===== src/rtl/mem_bus_arbiter_pkg.sv =====
// Shared definitions for the memory bus arbiter: FSM encodings, owner IDs,
// default limits and the fixed-priority arbitration decision.
package mem_bus_arbiter_pkg;

    localparam logic [1:0] ST_IDLE  = 2'd0;
    localparam logic [1:0] ST_ISSUE = 2'd1;
    localparam logic [1:0] ST_WAIT  = 2'd2;

    localparam logic OWN_IF = 1'b0;
    localparam logic OWN_LS = 1'b1;

    localparam int DEF_TIMEOUT      = 255;
    localparam int DEF_STARVE_LIMIT = 4;

    typedef struct packed {
        logic valid;
        logic owner;
    } arb_t;

    // LS wins unless IF is waiting and has already lost STARVE_LIMIT times in a row.
    function automatic arb_t arbitrate(input logic if_req, input logic ls_req,
                                       input logic if_starved);
        arb_t res;
        res.valid = if_req | ls_req;
        res.owner = (ls_req && !(if_req && if_starved)) ? OWN_LS : OWN_IF;
        return res;
    endfunction

endpackage


===== src/rtl/mem_bus_arbiter_timeout_cnt.sv =====
// Response watchdog: counts cycles since the grant and flags when TIMEOUT is reached.
module bus_timeout_cnt
    import mem_bus_arbiter_pkg::*;
#(
    parameter int TIMEOUT = DEF_TIMEOUT
) (
    input  logic clk,
    input  logic rst_n,
    input  logic clear,
    input  logic enable,
    output logic expired
);

    localparam logic [7:0] LIMIT = 8'(TIMEOUT);

    logic [7:0] cnt;

    // The grant cycle itself is cycle 0, so the first busy cycle already reads 1
    // and the counter always equals the number of cycles elapsed since grant.
    // NOTE: state registers use non-blocking assignments so every flop samples
    // the pre-edge values regardless of block ordering.
    always_ff @(posedge clk or negedge rst_n) begin
        if (!rst_n) begin
            cnt <= '0;
        end else if (clear) begin
            cnt <= 8'd1;
        end else if (enable && cnt != 8'hFF) begin
            cnt <= cnt + 8'd1;
        end
    end

    assign expired = enable && (cnt == LIMIT);

endmodule


===== src/rtl/mem_bus_arbiter.sv =====
// Arbitrates the IF and LS requesters onto a single memory port, one outstanding
// transaction at a time, with LS priority, IF anti-starvation and a response timeout.
module mem_bus_arbiter
    import mem_bus_arbiter_pkg::*;
#(
    parameter int AW           = 32,
    parameter int DW           = 32,
    parameter int STARVE_LIMIT = DEF_STARVE_LIMIT,
    parameter int TIMEOUT      = DEF_TIMEOUT
) (
    input  logic            sys_clk,
    input  logic            sys_rst_n,

    input  logic            if_req,
    input  logic            if_we,
    input  logic [AW-1:0]   if_addr,
    input  logic [DW-1:0]   if_wdata,
    input  logic [DW/8-1:0] if_wstrb,
    output logic            if_gnt,
    output logic            if_rvalid,
    output logic [DW-1:0]   if_rdata,
    output logic            if_err,

    input  logic            ls_req,
    input  logic            ls_we,
    input  logic [AW-1:0]   ls_addr,
    input  logic [DW-1:0]   ls_wdata,
    input  logic [DW/8-1:0] ls_wstrb,
    output logic            ls_gnt,
    output logic            ls_rvalid,
    output logic [DW-1:0]   ls_rdata,
    output logic            ls_err,

    output logic            mem_req,
    output logic            mem_we,
    output logic [AW-1:0]   mem_addr,
    output logic [DW-1:0]   mem_wdata,
    output logic [DW/8-1:0] mem_wstrb,
    input  logic            mem_ready,
    input  logic            mem_rvalid,
    input  logic [DW-1:0]   mem_rdata
);

    localparam int             SCW       = $clog2(STARVE_LIMIT + 1);
    localparam logic [SCW-1:0] STARVE_MAX = SCW'(STARVE_LIMIT);

    logic [1:0]     state, state_nxt;
    logic           owner;
    logic [SCW-1:0] starve_cnt;

    arb_t arb;
    logic grant, busy, completion, expired, timed_out, resp;

    assign arb        = arbitrate(if_req, ls_req, starve_cnt == STARVE_MAX);
    assign grant      = (state == ST_IDLE) && arb.valid;
    assign busy       = (state == ST_ISSUE) || (state == ST_WAIT);
    assign completion = (state == ST_WAIT) && mem_rvalid;
    assign timed_out  = busy && expired && !completion;
    assign resp       = completion || timed_out;

    assign if_gnt    = grant && (arb.owner == OWN_IF);
    assign ls_gnt    = grant && (arb.owner == OWN_LS);
    assign if_rvalid = resp && (owner == OWN_IF);
    assign ls_rvalid = resp && (owner == OWN_LS);
    assign if_err    = timed_out && (owner == OWN_IF);
    assign ls_err    = timed_out && (owner == OWN_LS);
    assign if_rdata  = (completion && owner == OWN_IF) ? mem_rdata : '0;
    assign ls_rdata  = (completion && owner == OWN_LS) ? mem_rdata : '0;

    // Decoded from state so an async reset drops the request immediately.
    assign mem_req = (state == ST_ISSUE);

    // NOTE: every variable assigned in always_comb gets a default first so no
    // path leaves it unassigned and no latch is inferred.
    always_comb begin
        state_nxt = state;
        case (state)
            ST_IDLE:  if (grant) state_nxt = ST_ISSUE;
            ST_ISSUE: begin
                if (timed_out)      state_nxt = ST_IDLE;
                else if (mem_ready) state_nxt = ST_WAIT;
            end
            ST_WAIT:  if (resp) state_nxt = ST_IDLE;
            default:  state_nxt = ST_IDLE;
        endcase
    end

    always_ff @(posedge sys_clk or negedge sys_rst_n) begin
        if (!sys_rst_n) begin
            state      <= ST_IDLE;
            owner      <= OWN_IF;
            starve_cnt <= '0;
            mem_we     <= 1'b0;
            mem_addr   <= '0;
            mem_wdata  <= '0;
            mem_wstrb  <= '0;
        end else begin
            state <= state_nxt;
            if (grant) begin
                owner <= arb.owner;
                if (arb.owner == OWN_LS) begin
                    mem_we    <= ls_we;
                    mem_addr  <= ls_addr;
                    mem_wdata <= ls_wdata;
                    mem_wstrb <= ls_wstrb;
                    if (if_req && starve_cnt != STARVE_MAX)
                        starve_cnt <= starve_cnt + SCW'(1);
                end else begin
                    mem_we     <= if_we;
                    mem_addr   <= if_addr;
                    mem_wdata  <= if_wdata;
                    mem_wstrb  <= if_wstrb;
                    starve_cnt <= '0;
                end
            end
        end
    end

    bus_timeout_cnt #(
        .TIMEOUT (TIMEOUT)
    ) u_timeout (
        .clk     (sys_clk),
        .rst_n   (sys_rst_n),
        .clear   (grant),
        .enable  (busy),
        .expired (expired)
    );

endmodule


===== config.mk =====
export PLATFORM = sky130hd
export DESIGN_NAME = mem_bus_arbiter
export DESIGN_NICKNAME = d
export VERILOG_FILES = /design/src/rtl/mem_bus_arbiter_pkg.sv /design/src/rtl/mem_bus_arbiter_timeout_cnt.sv /design/src/rtl/mem_bus_arbiter.sv
export SDC_FILE = /design/constraint.sdc
export NUM_CORES = 1
export LEC_CHECK = 0
export ABC_AREA = 1
export BUFFER_PORTS_ARGS = -buffer_cell sky130_fd_sc_hd__clkbuf_2
export CORE_AREA = 2 2 121 123
export DETAILED_ROUTE_END_ITERATION = 7
export DIE_AREA = 0 0 123 125
export PLACE_DENSITY = 0.76
export SETUP_SLACK_MARGIN = 0.15
export SYNTH_ARGS = -nofsm -noshare
export SYNTH_HDL_FRONTEND = slang
export SYNTH_SLANG_ARGS = --single-unit

===== constraint.sdc =====
create_clock -name sys_clk -period 1.4 [get_ports sys_clk]
set_input_delay 0.14 -clock sys_clk [delete_from_list [all_inputs] [get_ports sys_clk]]
set_output_delay 0.14 -clock sys_clk [all_outputs]
set_load 0.005 [all_outputs]

# Yosys cells after proc, flatten, opt, wreduce, memory -nomap -nowiden
# Index checks and enable logic that the tools add are counted.
# Widths: inputs -> output; s select.
[classes]
n_mux = 16
reduce_logical = 25
addsub = 2
bitwise_logic = 3
n_eq_ne = 10
[op_table]
columns = ["cell", "n"]
rows = [
  ["$mux 32", 4],
  ["$logic_and 1x1->1", 17],
  ["$mux 8", 2],
  ["$add 8x1->8 const B", 1],
  ["$eq 8x8->1 const B", 1],
  ["$mux 2", 4],
  ["$ne 8x8->1 const B", 1],
  ["$mux 3", 2],
  ["$pmux 2 s3", 1],
  ["$mux 4", 1],
  ["$ne 2x2->1 const B", 2],
  ["$add 3x1->3 const B", 1],
  ["$eq 3x3->1 const B", 1],
  ["$ne 3x1->1 const B", 1],
  ["$ne 3x3->1 const B", 1],
  ["$reduce_and 3->1", 1],
  ["$eq 2x1->1 const B", 1],
  ["$eq 2x2->1 const B", 1],
  ["$logic_not 1->1", 2],
  ["$logic_not 2->1", 1],
  ["$logic_or 1x1->1", 2],
  ["$mux 1", 2],
  ["$ne 2x1->1 const B", 1],
  ["$not 1->1", 2],
  ["3 further kinds", 3],
]
[word_totals]
wordCells = 64
reg_bits = 83
inputBits = 176
output_inout_bits = 140

# Depth between registers and ports, before layout
# Gate-level depths: netlist (run 1).
[logic_depth]
word_depth = 8
ltp_mapped = 9
ltp_nobuf = 9

# Hierarchy
# Synthesis (run 1) repeated with hierarchy kept, for this count alone.
[unflattened]
hier_cells = 616
area_unflattened_um2 = 4425.5
[by_module_without_submodules]
columns = ["module", "n_inst", "seq_area_each_um2", "cells_per_inst", "area_each_um2"]
rows = [
  ["mem_bus_arbiter", 1, 1876.8, 542, 3893.7],
  ["bus_timeout_cnt", 1, 200.2, 74, 531.8],
]

# Worst setup path before layout (run 1)
# Ideal clock, no wire load.
[synth_timing]
path_type = "reg2out"
from = "register state[0]"
to = "output port ls_rdata[10]"
arrival_ns = 1.230
path_stages_with_launch = 8
path_buffers = 1
path_slack_ns = 0.030
required_ns = 1.260
path_cell_list = "dfrtp_1 inv_1 ha_1 nand2_1 inv_1 nand2_1 clkbuf_1 nor2_1"
[synth_between]
elab_chain_len = 4
[synth_rtl]
columns = ["element", "line_no", "text"]
rows = [
  ["start, declared", "mem_bus_arbiter.sv:47", "logic [1:0] state, state_nxt;"],
  ["start signal, assigned", "mem_bus_arbiter.sv:98", "state <= state_nxt;"],
  ["$eq 2x2->1", "mem_bus_arbiter.sv:57", "assign completion = (state == ST_WAIT) && mem_rvalid;"],
  ["$logic_and 1x1->1", "mem_bus_arbiter.sv:57", ""],
  ["$logic_and 1x1->1", "mem_bus_arbiter.sv:68", "assign ls_rdata = (completion && owner == OWN_LS) ? mem_rdata : '0;"],
  ["$mux 32", "mem_bus_arbiter.sv:68", ""],
  ["end, declared", "mem_bus_arbiter.sv:31", "output logic [DW-1:0] ls_rdata,"],
]
# No other way between the ends.

# Worst setup path after layout (run 1)
[layout_timing]
from = "register state[1]"
to = "output port ls_err"
[layout_between]
elab_chain_len = 6
word_cells_on_any_way = 9
classes_between = "eq/ne: 2; reduce/logical: 7"
[layout_rtl]
columns = ["element", "line_no", "text"]
rows = [
  ["$eq 2x1->1 or $eq 2x2->1 (tied branches)", "mem_bus_arbiter.sv:56, mem_bus_arbiter.sv:57", ""],
  ["$logic_or 1x1->1", "mem_bus_arbiter.sv:56", "assign busy = (state == ST_ISSUE) || (state == ST_WAIT);"],
  ["$logic_and 1x1->1", "mem_bus_arbiter_timeout_cnt.sv:32", "assign expired = enable && (cnt == LIMIT);"],
  ["$logic_and 1x1->1", "mem_bus_arbiter.sv:58", "assign timed_out = busy && expired && !completion;"],
  ["$logic_and 1x1->1 *", "mem_bus_arbiter.sv:58", ""],
  ["$logic_and 1x1->1 *", "mem_bus_arbiter.sv:66", "assign ls_err = timed_out && (owner == OWN_LS);"],
  ["end, declared", "mem_bus_arbiter.sv:32", "output logic ls_err,"],
]
# Every way passes the cells marked *; elsewhere a longest branch is shown, timed or not.

==> results.env, run 1 <==
DR_TOTAL_VIAS=5988
SYN_NETS=778
SEQUENTIALPOWERSHARE_PCT=23.9
SYN-INSTANCE-COUNT=596
HOLD_PATH.CLASS='in2reg'
DIE_AREA_MM2=0.01538
MINIMUM_PERIOD_IMPLIED_BY_THE_FINAL_WORST_SETUP_SLACK_NS=1.798
POSTPLACECELLAREA_MM2=0.006379
CLK-INSERTION-DELAY-LATE_NS=0.34
RATIO_OF_FINAL_MINIMUM_PERIOD_TO_CLOCK_PERIOD_PCT=128.4
PLACEABLECOREAREA_MM2=0.01420
CTS-BUFFERS-INSERTED=9
LAYOUT.CELL_AREA.NON_FILLER_MM2=0.01017
GRT_SETUP_UNREPAIRED='true'
DIE_WIDTH_UM=123
ANTENNA_FOUND_INITIAL=0
SETUP.WORST_PATH.START_CLASS='register'
DIE_SPAN_IN_Y_UM=125
TIMING.MAX_SLEW.REL_SLACK_PCT=66.20
CTS_BUFFER_DEPTH=2
CLOCK_SKEW_NS=0.009481
WORST_SETUP_PATH_END_KIND='output port'
CLKTRANSATPATHREGS_NS=0.07
PIN_COUNT_OF_THE_BIGGEST_NET_ENTERING_GLOBAL_ROUTING=84
POSTLAYOUTSETUPSLACKWORST_NS=-0.3977
VIOLATED_CHECKS='negative setup slack'
POWER_SWITCHING_SHARE_PCT=41.37
YOSYS_WARNINGS=0
CELLINTERNALPOWER_mW=11.11
DP_HPWL_UM=11700
TRITONCTS='built'
TOP_LEVEL_PORTS=316
POWER_DENSITY_mW_PER_MM2=1864
ITERATION_COUNT_OF_THE_INITIAL_DETAILED_ROUTING_PASS=4
P_SWITCHING_mW=7.841
GP_CONGESTION=0.7860
ANTENNA_CELLS=0
MOSTFREQUENTLAYOUTCELLS='sky130_fd_sc_hd__clkbuf_2, sky130_fd_sc_hd__nand2_4, sky130_fd_sc_hd__nand2_1'
DRC=0
SEQUENTIAL_CELL_AREA_IN_THE_FINAL_LAYOUT_MM2=0.002077
CRIT_PATH_MAX_FANOUT=3
TRITONCTS_SINKS=83
CRITPATHKIND='reg2out'
YS_TOP_CELLS_BY_AREA='sky130_fd_sc_hd__dfrtp_1, sky130_fd_sc_hd__nand2_1, sky130_fd_sc_hd__nand3_1, sky130_fd_sc_hd__nor2_1, sky130_fd_sc_hd__inv_1'
GRT_PASS1_VIAS=5983
CTS.HTREE.LEVELS=3
DP_CELLS=1095
WL_PER_CELL_UM=19.69
DRTITER0DRC=290
P_COMB_SHARE_PCT=63.9
SETUP-VIOLATIONS-FINAL=153
SYNTH_AREA_PER_CELL_UM2=7.220
SYNTH_SEQ_AREA_SHARE_PCT=48.27
FINAL.FILL_COUNT=949
STD_CELL_ROWS=44
PLACEMENT.IO_BUFFERS=315
WORST_HOLD_SLACK_NS=0.01298
MAX-CAP-VIOLATIONS=0
ANT_NETS=0
CTS-ROOT-BUF='sky130_fd_sc_hd__clkbuf_16'
SYNTH_TOP_CELL_AREA_SHARE_PCT=48.27
LAYOUT-DRIVE-GT1-SHARE_PCT=75.54
SYNTH_CELL_TYPES=25
WORST-SLEW-PIN-TRANSITION_NS=0.5070
SYN_AREA_MM2=0.004303
MAX-VDD-IR-DROP_uV=1100
INITIAL_STANDARD_CELL_UTILIZATION_OF_THE_CORE_PCT=30.29
GRT_PASS1_WL_UM=32170
P_LEAK_nW=5.719
FINAL_COMMON_CELL='sky130_fd_sc_hd__clkbuf_2'
POST-ROUTE-UTIL_PCT=71.60
FINISH.CELL_COUNT_WITHOUT_FILLERS=1194
FIN_NETS=1187
YS_SEQ_ELEMENTS=83
WORSTPATHARRIVAL_NS=1.66
CP.REQUIRED_NS=1.26
POWER.SHARE.CLOCK_PCT=12.3
FIN_SETUP_TNS_NS=-40.92
OUTCOME='complete, but fails checks'
TIMING_HOLD_VIOLATIONS_FINAL=0
AREA_DELTA_SYNTH_FINAL_PCT=136.3
TOTALPOWERFINAL_mW=18.95
PRE_CTS_SLACK_NS=-0.1606
GRT_REMAINING_OVERFLOW=0
POST_DETAILED_ROUTING_WIRE_LENGTH_UM=23510
TRACK_USAGE_PCT=27.99
SLEW_VIOLATIONS=0
TIMING.FMAX_MHz=556.3
MULTI_INPUT_AREA_MM2=0.003667
SYNTHDOMINANTAREACELLTYPE='sky130_fd_sc_hd__dfrtp_1'
VIAS_PER_CELL=5.015
power groups by stage:
stage / registers, mW / logic, mW / clock network, mW
floorplan: 4.23 / 2.75 / 0
global placement: 4.15 / 5.17 / 0
detailed placement: 4.18 / 5.31 / 0
CTS: 4.39 / 10.6 / 2.34
global route: 4.63 / 12.8 / 2.45
finish: 4.52 / 12.1 / 2.33
worst max-delay path: stages, from the launching register on:
cell	delay, ns
sky130_fd_sc_hd__dfrtp_1	0.44
sky130_fd_sc_hd__inv_2	0.09
sky130_fd_sc_hd__ha_4	0.29
sky130_fd_sc_hd__nand4_1	0.17
sky130_fd_sc_hd__nor2_1	0.19
sky130_fd_sc_hd__clkbuf_2	0.14
synthesized netlist by cell type:
cell type and instances:
sky130_fd_sc_hd__inv_2 6, sky130_fd_sc_hd__dfrtp_1 83, sky130_fd_sc_hd__clkinv_1 1, sky130_fd_sc_hd__nand4_1 5, sky130_fd_sc_hd__clkbuf_1 9, sky130_fd_sc_hd__nand2_2 3
sky130_fd_sc_hd__buf_2 11, sky130_fd_sc_hd__a21oi_1 2, sky130_fd_sc_hd__buf_6 6, sky130_fd_sc_hd__nand2_4 1, sky130_fd_sc_hd__o2111ai_1 1, sky130_fd_sc_hd__inv_4 1
sky130_fd_sc_hd__o21ai_0 7, sky130_fd_sc_hd__clkinv_2 1, sky130_fd_sc_hd__ha_1 6, sky130_fd_sc_hd__nor3b_1 1, sky130_fd_sc_hd__a31oi_4 1, sky130_fd_sc_hd__inv_1 51
sky130_fd_sc_hd__nor3_1 1, sky130_fd_sc_hd__nand3_1 79, sky130_fd_sc_hd__a21oi_2 1, sky130_fd_sc_hd__o21ai_1 6, sky130_fd_sc_hd__buf_4 2, sky130_fd_sc_hd__nand2_1 234
sky130_fd_sc_hd__nor2_1 77
logic make-up (layout without fill, tap and decap cells):
kind of cell             Yosys count  count (layout)  synth area share [%]
buffers and inverters             88             502                 9.304
AND/OR/NAND/NOR                  401             401                 38.03
adder cells (fa/ha/maj)            6               6                 1.745
AO/OA/AOI/OAI                     18              18                 2.646
flip-flops                        83              83                 48.27
routing by layer:
| layer | vias to the layer above | wire, um | track usage [%] |
|---|---|---|---|
| met2 | 326 | 12670 | 51.61 |
| met5 | - | 0 | 0 |
| li1 | 2682 | - | - |
| met3 | 62 | 1657 | 5.292 |
| met4 | 0 | 918 | 11.83 |
| met1 | 2918 | 8259 | 30.82 |
repair_timing:
action                                  CTS  global route
gates cloned                             33             7
pin swaps                                47            34
hold buffers                              5             0
endpoints found under the setup margin  153           154
buffers inserted                         31             7
resized for setup                       347           254
endpoints found under the hold margin    87             0
state kept, by name, indices dropped and copies added (netlist names):
| register | cells |
|---|---|
| mem_addr | 32 |
| u_timeout.cnt | 8 |
| mem_we | 1 |
| mem_wdata | 32 |
| starve_cnt | 3 |
| state | 2 |
| mem_wstrb | 4 |
| owner | 1 |
final timing paths:
path,from,to,slack [ns],cells past startpoint
hold reg to reg,mem_wdata[18],mem_wdata[18],0.50,2
setup reg to reg,starve_cnt[1],mem_addr[1],-0.29,11
max in group asynchronous,sys_rst_n,mem_wdata[1],0.63,3
min in group asynchronous,sys_rst_n,mem_addr[28],0.33,3
setup / recovery,state[1],ls_err,-0.40,5
hold / removal,ls_wdata[6],mem_wdata[6],0.01,3
area by class of cell:
class / count / area share (%)
clock buffers: 10 / 2.350
inverters: 60 / 2.485
repair buffers: 426 / 35.94
multi-input cells: 425 / 36.06
well taps: 184 / 2.264
clock inverters: 6 / 0.4798
flip-flops and latches: 83 / 20.42
Note: power is estimated with default switching activity, not from simulation.
==> inputs of run 2 (changes only) <==
==> constraint.sdc (replaced) <==
create_clock -name sys_clk -period 1.4 [get_ports sys_clk]
set_input_delay 0.42 -clock sys_clk [delete_from_list [all_inputs] [get_ports sys_clk]]
set_output_delay 0.42 -clock sys_clk [all_outputs]
set_load 0.005 [all_outputs]
==> run 2 against run 1 <==
The run still ends with negative setup slack left. Via count is 0.60% lower. Sequential power is 6.0% lower. Non-clock buffer count is 18 higher. Total power is 9.5% lower. Final cell count is 1.7% higher. Register-to-register slack worse by 0.04 ns. Fmax is 12% lower. Core utilization is 4.5 points lower. Routed wire length is 4.0% lower. Clock-buffer cell count is 1 lower. Critical endpoint is now if_rdata[23]. Highest routed layer unchanged.
==> results.env, run 2 (synthesized netlist as in run 1, its figures left out) <==
TOP_REGS='mem_addr x32, mem_wdata x32, u_timeout.cnt x8'
ITERATION_COUNT_OF_THE_INITIAL_DETAILED_ROUTING_PASS=4  # unchanged
TRITONCTS_SINKS=83  # unchanged
GRT_REMAINING_OVERFLOW=0  # unchanged
LAYOUT-DRIVE-GT1-SHARE_PCT=71.30  # -4.2 points
FINAL_COMMON_CELL='sky130_fd_sc_hd__clkbuf_2'
HOLD_PATH.CLASS='in2reg'
P_LEAK_nW=5.727  # +0.13%
AREA_DELTA_SYNTH_FINAL_PCT=121.4
TIMING.MAX_SLEW.REL_SLACK_PCT=81.20  # +15 points
P_SWITCHING_mW=6.887  # -12%
VIAS_PER_CELL=4.903  # -2.2%
RATIO_OF_FINAL_MINIMUM_PERIOD_TO_CLOCK_PERIOD_PCT=145.5  # +17 points
WORST-SLEW-PIN-TRANSITION_NS=0.2816  # -0.2253 ns
WORST_PATH_LARGEST_CELL_DELAY_NS=0.39  # -0.05 ns
PLACEABLECOREAREA_MM2=0.01420  # unchanged
CTS_BUFFER_DEPTH=2  # unchanged
TIMING.FMAX_MHz=490.9  # -12%
P_COMB_SHARE_PCT=60.8  # -3.1 points
PATH_CELLS='inv_2, ha_4, nand2_4, inv_4, nand2_8, clkbuf_16, nor2_1, clkbuf_2'
ANT_NETS=0  # unchanged
CLK-INSERTION-DELAY-LATE_NS=0.34  # about the same
SLEW_VIOLATIONS=0  # unchanged
POWER_DENSITY_mW_PER_MM2=1801  # -3.3%
SEQUENTIALPOWERSHARE_PCT=24.8  # +0.9 points
CRITPATHKIND='reg2out'
VIOLATED_CHECKS='negative setup slack'
MAX-VDD-IR-DROP_uV=946.5  # -14%
POST_DETAILED_ROUTING_WIRE_LENGTH_UM=22570  # -4.0%
PIN_COUNT_OF_THE_BIGGEST_NET_ENTERING_GLOBAL_ROUTING=37  # -56%
DRC=0  # unchanged
PLACEMENT.IO_BUFFERS=315  # unchanged
STD_CELL_ROWS=44  # unchanged
SETUP.WORST_PATH.START_CLASS='register'
DIE_WIDTH_UM=123  # unchanged
OUTCOME='complete, but fails checks'
CP.REQUIRED_NS=0.98  # -0.28 ns
CELLINTERNALPOWER_mW=10.27  # -7.5%
POST-ROUTE-UTIL_PCT=67.07  # -4.5 points
PRE_CTS_SLACK_NS=-0.3014  # -0.1407 ns
DP_CELLS=1111  # +1.5%
HOLDCRITSTARTPOINT='if_addr[12]'
ANTENNA_FOUND_INITIAL=2  # +2
WORSTSETUPSTARTPOINT='state[0]'
POWER_SWITCHING_SHARE_PCT=40.13  # -1.2 points
WORST_PATH_MAX_DELAY_CELL='sky130_fd_sc_hd__dfrtp_1'
WORSTREG2REGSTART='starve_cnt[1]'
TIMING_HOLD_VIOLATIONS_FINAL=0  # unchanged
DP_HPWL_UM=12330  # +5.4%
R2R_END='mem_addr[7]'
WORST-PATH-BUF-INV=4  # +2
TRACK_USAGE_PCT=25.50  # -2.5 points
GP_CONGESTION=0.8422  # +7.2%
WL_PER_CELL_UM=18.59  # -5.6%
RR_WORST_DEPTH=11  # unchanged
MAX-CAP-VIOLATIONS=0  # unchanged
WORST_SETUP_PATH_END_KIND='output port'
TOP_LEVEL_PORTS=316  # unchanged
DR_TOTAL_VIAS=5952  # -0.60%
FIN_NETS=1205  # +1.5%
FINISH.CELL_COUNT_WITHOUT_FILLERS=1214  # +1.7%
POSTLAYOUTSETUPSLACKWORST_NS=-0.6370  # -0.2393 ns
WORSTPATHARRIVAL_NS=1.62  # -0.04 ns
POWER.SHARE.CLOCK_PCT=14.4  # +2.1 points
MIN_PATH_CELLS=3  # unchanged
SETUP-VIOLATIONS-FINAL=144  # -5.9%
MINIMUM_PERIOD_IMPLIED_BY_THE_FINAL_WORST_SETUP_SLACK_NS=2.037  # +0.2393 ns
GRT_SETUP_UNREPAIRED='true'
DIE_AREA_MM2=0.01538  # unchanged
CLOCK_SKEW_NS=0.01111  # +0.001632 ns
DRTITER0DRC=248  # -14%
MOSTFREQUENTLAYOUTCELLS='sky130_fd_sc_hd__clkbuf_2, sky130_fd_sc_hd__nand2_1, sky130_fd_sc_hd__nand2_4'
CTS-BUFFERS-INSERTED=9  # unchanged
R2R_SETUP_SLACK_NS=-0.33  # -0.04 ns
GRT_PASS1_WL_UM=29730  # -7.6%
DIE_SPAN_IN_Y_UM=125  # unchanged
HOLD-PATH-ENDPOINT='mem_addr[12]'
GRT_PASS1_VIAS=5636  # -5.8%
CLKTRANSATPATHREGS_NS=0.07  # about the same
TRITONCTS='built'
FINAL.FILL_COUNT=1016  # +7.1%
CTS.HTREE.LEVELS=3  # unchanged
CTS-ROOT-BUF='sky130_fd_sc_hd__clkbuf_16'
CRIT_PATH_MAX_FANOUT=8  # +5
INITIAL_STANDARD_CELL_UTILIZATION_OF_THE_CORE_PCT=30.29  # unchanged
PATH_DELAY_FAMILY='buffers and inverters'
[run 2: cell count changes in the layout (fill, tap and decap cells not counted), moves of 6 or more]
cell	before	now
sky130_fd_sc_hd__buf_6	27	18
sky130_fd_sc_hd__nand2_2	56	20
sky130_fd_sc_hd__buf_16	34	19
sky130_fd_sc_hd__clkbuf_2	253	264
sky130_fd_sc_hd__nand2_1	84	115
sky130_fd_sc_hd__nor2_1	12	21
sky130_fd_sc_hd__nand2_4	94	100
sky130_fd_sc_hd__nor2_4	60	19
sky130_fd_sc_hd__buf_4	25	74
sky130_fd_sc_hd__o21ai_2	7	1
sky130_fd_sc_hd__nor2_2	5	37
[run 2: layout make-up]
type / count / area (um2) / share of cell area (%)
clock buffer: 9 / 225.2 / 2.364
inverter: 60 / 247.7 / 2.600
sequential: 83 / 2078 / 21.82
timing repair buffer: 444 / 3333 / 34.99
multi-input combinational: 425 / 3327 / 34.92
antenna: 2 / 5.005 / 0.05253
clock inverter: 7 / 80.08 / 0.8406
tap: 184 / 230.2 / 2.417
[run 2: how the worst max path moves through the flow]
stage              endpoint  cells after the start
6_report       if_rdata[23]                      8
5_1_grt        if_rdata[23]                      8
4_1_cts           ls_rvalid                      7
3_5_place_dp   if_rdata[20]                      8
3_3_place_gp   if_rdata[28]                      8
2_1_floorplan  ls_rdata[10]                      7
[run 2: routing by layer]
layer	wire length, um	global-route usage, %
met4	1381	13.57
met1	7944	27.71
met5	0	0
met3	1520	4.745
met2	11720	46.15
[run 2: worst reg2reg max path, cell delays in order, from the launching register on]
cell,delay [ns]
sky130_fd_sc_hd__dfrtp_1,0.37
sky130_fd_sc_hd__inv_2,0.07
sky130_fd_sc_hd__ha_4,0.16
sky130_fd_sc_hd__a31oi_4,0.22
sky130_fd_sc_hd__inv_2,0.07
sky130_fd_sc_hd__nand2_4,0.09
sky130_fd_sc_hd__inv_8,0.04
sky130_fd_sc_hd__buf_12,0.13
sky130_fd_sc_hd__buf_12,0.15
sky130_fd_sc_hd__buf_16,0.16
sky130_fd_sc_hd__nand2_4,0.07
sky130_fd_sc_hd__nand3_2,0.07
[run 2: power by group through the flow]
| stage | logic, mW | clock network, mW | registers, mW |
|---|---|---|---|
| floorplan | 2.78 | 0 | 4.23 |
| global placement | 5.32 | 0 | 4.16 |
| detailed placement | 5.47 | 0 | 4.16 |
| CTS | 8.41 | 2.50 | 4.17 |
| global route | 11.2 | 2.61 | 4.35 |
| finish | 10.4 | 2.47 | 4.25 |
[run 2: what timing repair did]
item / 4_1_cts / 5_1_grt
resized for setup: 260 / 216
pin swaps: 38 / 39
setup buffers: 14 / 45
hold buffers: 1 / 0
cloned: 18 / 7
endpoints found under the setup margin: 221 / 223
hold endpoints to repair: 15 / 0
[run 2: through the flow]
step	cell area (um2)	TNS [ns]	hold slack, ns	total power [mW]
3_3_place_gp	6452	-20.26	0.3125	9.488
2_1_floorplan	4471	-7.370	0.1244	7.014
6_report	9527	-60.19	0.2884	17.16
3_5_place_dp	6452	-26.45	0.3128	9.631
5_1_grt	9527	-69.25	0.2910	18.12
4_1_cts	8376	-54.83	0.2753	15.08
